**config.mk**
```make
export PLATFORM = sky130hd
export DESIGN_NAME = stopwatch_logic
export DESIGN_NICKNAME = d
export VERILOG_FILES = /design/src/rtl/stopwatch_logic.sv
export SDC_FILE = /design/constraint.sdc
export NUM_CORES = 1
export LEC_CHECK = 0
export CAP_MARGIN = 20
export CORE_MARGIN = 5
export CORE_UTILIZATION = 45
export DETAILED_ROUTE_END_ITERATION = 12
export PLACE_DENSITY = 0.78
export SLEW_MARGIN = 20
export SYNTH_ARGS = -nofsm -noshare
export SYNTH_HDL_FRONTEND = slang
export SYNTH_SLANG_ARGS = --single-unit
```
**constraint.sdc**
```tcl
create_clock -name CLK_100Hz -period 2.4 [get_ports CLK_100Hz]
set_input_delay 0.6 -clock CLK_100Hz [delete_from_list [all_inputs] [get_ports CLK_100Hz]]
set_output_delay 0.6 -clock CLK_100Hz [all_outputs]
set_load 0.005 [all_outputs]
```
**src/rtl/stopwatch_logic.sv**
```systemverilog
// Run/stop stopwatch core: mm:ss.hh live count from a 100 Hz clock, with a
// lap-hold display register and a sticky overflow flag.
module stopwatch_logic #(
  parameter int MAX_MINS = 99
) (
  input  logic       CLK_100Hz,
  input  logic       reset_n,
  input  logic       start_stop,
  input  logic       hold,
  output logic [6:0] stopwatch_unit_mins,
  output logic [5:0] stopwatch_unit_secs,
  output logic [6:0] stopwatch_unit_decs,
  output logic       stopwatch_overflow
);

  localparam logic [6:0] MINS_TOP = 7'(MAX_MINS);

  logic [6:0] decs_q, decs_d;
  logic [5:0] secs_q, secs_d;
  logic [6:0] mins_q, mins_d;
  logic       ovf_q, ovf_d;

  logic [6:0] disp_decs_q, disp_decs_d;
  logic [5:0] disp_secs_q, disp_secs_d;
  logic [6:0] disp_mins_q, disp_mins_d;

  // Live count: ripple carry hundredths -> seconds -> minutes -> wrap.
  always_comb begin
    decs_d = decs_q;
    secs_d = secs_q;
    mins_d = mins_q;
    ovf_d  = ovf_q;
    if (start_stop) begin
      if (decs_q == 7'd99) begin
        decs_d = 7'd0;
        if (secs_q == 6'd59) begin
          secs_d = 6'd0;
          if (mins_q == MINS_TOP) begin
            mins_d = 7'd0;
            ovf_d  = 1'b1;
          end else begin
            mins_d = mins_q + 7'd1;
          end
        end else begin
          secs_d = secs_q + 6'd1;
        end
      end else begin
        decs_d = decs_q + 7'd1;
      end
    end
  end

  // Display loads the live count's next value so it shows zero lag when not held.
  always_comb begin
    disp_decs_d = disp_decs_q;
    disp_secs_d = disp_secs_q;
    disp_mins_d = disp_mins_q;
    if (!hold) begin
      disp_decs_d = decs_d;
      disp_secs_d = secs_d;
      disp_mins_d = mins_d;
    end
  end

  // reset_n is active-high despite its name.
  always_ff @(posedge CLK_100Hz or posedge reset_n) begin
    if (reset_n) begin
      decs_q      <= 7'd0;
      secs_q      <= 6'd0;
      mins_q      <= 7'd0;
      ovf_q       <= 1'b0;
      disp_decs_q <= 7'd0;
      disp_secs_q <= 6'd0;
      disp_mins_q <= 7'd0;
    end else begin
      decs_q      <= decs_d;
      secs_q      <= secs_d;
      mins_q      <= mins_d;
      ovf_q       <= ovf_d;
      disp_decs_q <= disp_decs_d;
      disp_secs_q <= disp_secs_d;
      disp_mins_q <= disp_mins_d;
    end
  end

  assign stopwatch_unit_mins = disp_mins_q;
  assign stopwatch_unit_secs = disp_secs_q;
  assign stopwatch_unit_decs = disp_decs_q;
  assign stopwatch_overflow  = ovf_q;

endmodule

```
==> impl.org <==
** Synthesis
- In this run, synthesis inferred 0 flip-flops with an integrated enable.
- The synthesized design spends more area on one cell type than any other, namely sky130_fd_sc_hd__dfrtp_1.
- Leading cell types by count after synthesis :: sky130_fd_sc_hd__dfrtp_1, sky130_fd_sc_hd__nand2_1, sky130_fd_sc_hd__nor2_1
- The synthesized design contains 41 register bits.
- Synth Area in Compound Gates :: 12.1%
- Yosys attributes the largest share of cell area to sky130_fd_sc_hd__dfrtp_1, sky130_fd_sc_hd__nand2_1, sky130_fd_sc_hd__mux2_2, sky130_fd_sc_hd__o31ai_1, sky130_fd_sc_hd__nor2_1.
- During synthesis, Yosys emitted a total of 0 warnings.
- The synthesized netlist devotes 20.0% of its cell area to simple gates.
- Synthesized instance count :: 178
- Syn nets :: 185
- Prevailing post-synth register cell :: sky130_fd_sc_hd__dfrtp_1
- Measured against the total synthesized area, the mux share comes to 5.86%.
- The most common cell in the synthesized netlist is sky130_fd_sc_hd__dfrtp_1.
- Each instance of the synthesized netlist takes up on average 10.6 sq um.
- Dominant combinational cell family by area after synthesis :: simple AND/OR/NAND/NOR gates
- Area of the mapped netlist :: 0.00188 sq mm
- After synthesis, the share of flip-flops with an asynchronous set or reset is 100%.
- Area share of the largest cell type after synthesis :: 54.6%
- Post-synthesis cell type count :: 39
- The share of the Yosys chip area taken by registers is 54.6%.
- The synthesized netlist devotes 2.00% of its cell area to adder and majority cells.
- Summing the areas of all xor and xnor instances in the mapped netlist gives 2.80% of the synthesized area.

** Timing
- Setup repair after global routing left no endpoint under its margin.
- Highest clock rate :: 0.484 GHz
- The clock arrives with 0.00339 ns of skew.
- After routing, the total negative slack on setup checks comes to 0 ns.
- The final count of pins violating max slew came to 0.
- In this run the tightest slew margin relative to its limit is 64.2%.
- Setup violations remaining at the end of the flow were counted as 0.
- Hold Fails Final Rpt :: 0
- In the finished design, the share of the clock period the worst path needs comes to 86.1%.
- Actual slew at the worst max-slew pin :: 0.532 ns
- Tmin final :: 2.07 ns

** Routing
- In the final routed layout, each cell accounts on average for 14.8 um.
- Routed Wire Length :: 3840 um
- Mean number of vias per cell :: 5.46
- The detail route stage leaves a number of antenna-violating nets equal to 0.
- Total via count after detailed routing :: 1413
- The first detailed-routing pass took 4 iterations.
- For this run, design rule violations remaining after detail routing come to 0.
- The detailed router finished its first iteration with 166 violations.

** Critical path
- Buffer and inverter count on the worst path :: 1
- In this run the critical register-to-register path is launched from decs_q[3]$_DFF_PP0_.
- Startpoint type of the worst setup path :: primary input
- For this run, the slowest stage of the critical path takes 0.58 ns.
- Crit path required time :: 2.62 ns
- Crit path kind :: primary input to flop
- The cell family contributing the most delay on the critical path is simple AND/OR/NAND/NOR gates.
- Along the worst path, the maximum fanout reaches 6.
- Worst endpoint data arrival time :: 2.28 ns
- On the critical path, the stage with the largest delay is an instance of sky130_fd_sc_hd__or4_1.
- CP Capture Type :: flop
- Critical Path Start :: start_stop
- The critical path goes through clkdlybuf4s50_1 -> and3_1 -> nand2_1 -> or4_1 -> a31oi_1.

** Finish
- Non-Filler Cell Area, Final :: 0.00227 sq mm
- The net count of the finished layout is 215.
- Layout overhead on the synthesized area :: 20.8%
- Ratio of cells with drive above 1 in the final layout :: 10.5%
- Antenna diode instance count :: 0

** GRT
- The number of global-route vias before repair was 1378.
- Antenna violations before repair :: 0
- Entering global routing, the biggest net connects 42 pins.
- After global routing the overflow that remains totals 0.
- The first global-routing pass estimated 6580 um of wire.
- Gr usage total :: 15.6%

** Hold path
- HP Start :: stopwatch_overflow$_DFFE_PP0P_
- Class of the tightest hold or removal check :: flop to flop

** Placement
- Instance area at placement :: 0.00219 sq mm
- Buffers on Ports :: 24
- DP HPWL :: 2800 um
- At the end of routability-driven placement, the weighted congestion stood at 0.862.

** Power
- In this run the static leakage power is 1.02 nW.
- Power density normalized to cell area :: 746 mW/mm^2
- IR analysis of the VDD net gives a maximum drop of 441 uV.

** Outcome
- The run finished with clean final reports.

** CTS
- The longest clock path from root to sink contains 2 buffers.
- Number of H-tree levels :: 2
- Num CTS Buffers :: 5
- Number of buffers inserted by post-CTS setup repair :: 0
- Insertion delay of the later-clocked pin in the worst-skew pair :: 0.29 ns
- TritonCTS built the clock tree.
- In this run, post-CTS repair resized a total of 0 instances.
- Root buffer selected by CTS :: sky130_fd_sc_hd__clkbuf_8
- Register clock-pin slew on the reported worst setup and hold paths :: 0.07 ns
- In this run, post-CTS hold repair placed 0 buffers.
- The clock drives 41 sinks.

** Floorplan
- Top-Level Pins :: 25
- Number of standard-cell rows in the floorplan :: 23
- The total area inside the core boundary comes to 0.00403 sq mm.
- Initial Utilization :: 46.6%
- DIE AREA :: 0.00557 sq mm
- Die extent in x :: 74.6 um
- Floorplan die height :: 74.6 um

** Run
- Number of maximum-capacitance violations :: 0
[through the flow]
stage	utilization [%]	setup WS (ns)	hold slack, ns	cells	total power, mW
final	56.3	0.334	0.480	259	1.69
after global placement	54.3	0.0920	0.460	251	1.27
after floorplan	-	0.335	0.466	178	1.13
after detailed placement	54.3	0.0375	0.469	251	1.29
after global routing	56.3	0.257	0.513	259	1.80
after CTS	56.3	0.319	0.486	259	1.71
[registers in the layout, summed over array words and instances, names as in the netlist]
name                 flops
decs_q                   7
mins_q                   7
stopwatch_unit_decs      7
stopwatch_unit_mins      7
secs_q                   6
stopwatch_unit_secs      6
stopwatch_overflow       1
[final timing paths]
check | to | slack (ns) | cells after the start
worst max-delay path | stopwatch_unit_mins[5]$_DFFE_PP0N_ | 0.33 | 5
worst min-delay path | stopwatch_overflow$_DFFE_PP0P_ | 0.48 | 1
worst max register to register | stopwatch_unit_mins[5]$_DFFE_PP0N_ | 0.40 | 4
worst min register to register | stopwatch_overflow$_DFFE_PP0P_ | 0.48 | 1
max in group asynchronous | mins_q[2]$_DFF_PP0_ | 1.33 | 3
min in group asynchronous | stopwatch_unit_decs[1]$_DFFE_PP0N_ | 0.73 | 3
[report_power, final]
part	leakage, nW	switching, mW	internal (mW)
Clock	0.0395	0.214	0.206
Sequential	0.534	0.110	0.801
Combinational	0.449	0.158	0.204
Total	1.02	0.482	1.21
[placed cells by master, fill, tap and decap left out, drive strengths merged, types with 3 or more instances in the layout]
| master | n |
|---|---|
| mux2 | 8 |
| or4 | 3 |
| nand3 | 6 |
| ha | 3 |
| and3 | 5 |
| buf | 6 |
| clkbuf | 8 |
| nand2 | 25 |
| nand4 | 4 |
| inv | 3 |
| o31ai | 10 |
| clkdlybuf4s50 | 24 |
| dfrtp | 41 |
| xnor2 | 5 |
| nor2 | 19 |
| o21ai | 7 |
| a31oi | 7 |
[logic make-up (layout without fill, tap and decap cells)]
kind of cell | after synthesis | in the layout
DFF | 41 | 41
AOI/OAI and AO/OA | 33 | 33
xor gates and xnor gates | 6 | 6
buffers and inverters | 10 | 41
and+or+nand+nor | 75 | 75
muxes | 10 | 10
adders and majority gates | 3 | 3
[layout make-up]
cell class,count,area (sq um)
Fill cell,360,1760
Tap cell,50,62.6
Timing Repair Buffer,30,285
Multi-Input combinational cell,127,805
Sequential cell,41,1030
Clock buffer,8,80.1
Inverter,3,11.3
[routing by layer]
layer | global-route usage (%) | up-vias | part of all wire (%)
met5 | 0 | - | 0
met4 | 6.52 | 0 | 1.8
met3 | 4.14 | 5 | 4.0
met2 | 22.6 | 29 | 46
met1 | 22.3 | 668 | 48
li1 | - | 711 | -
Power figures use the tool's default switching activity.
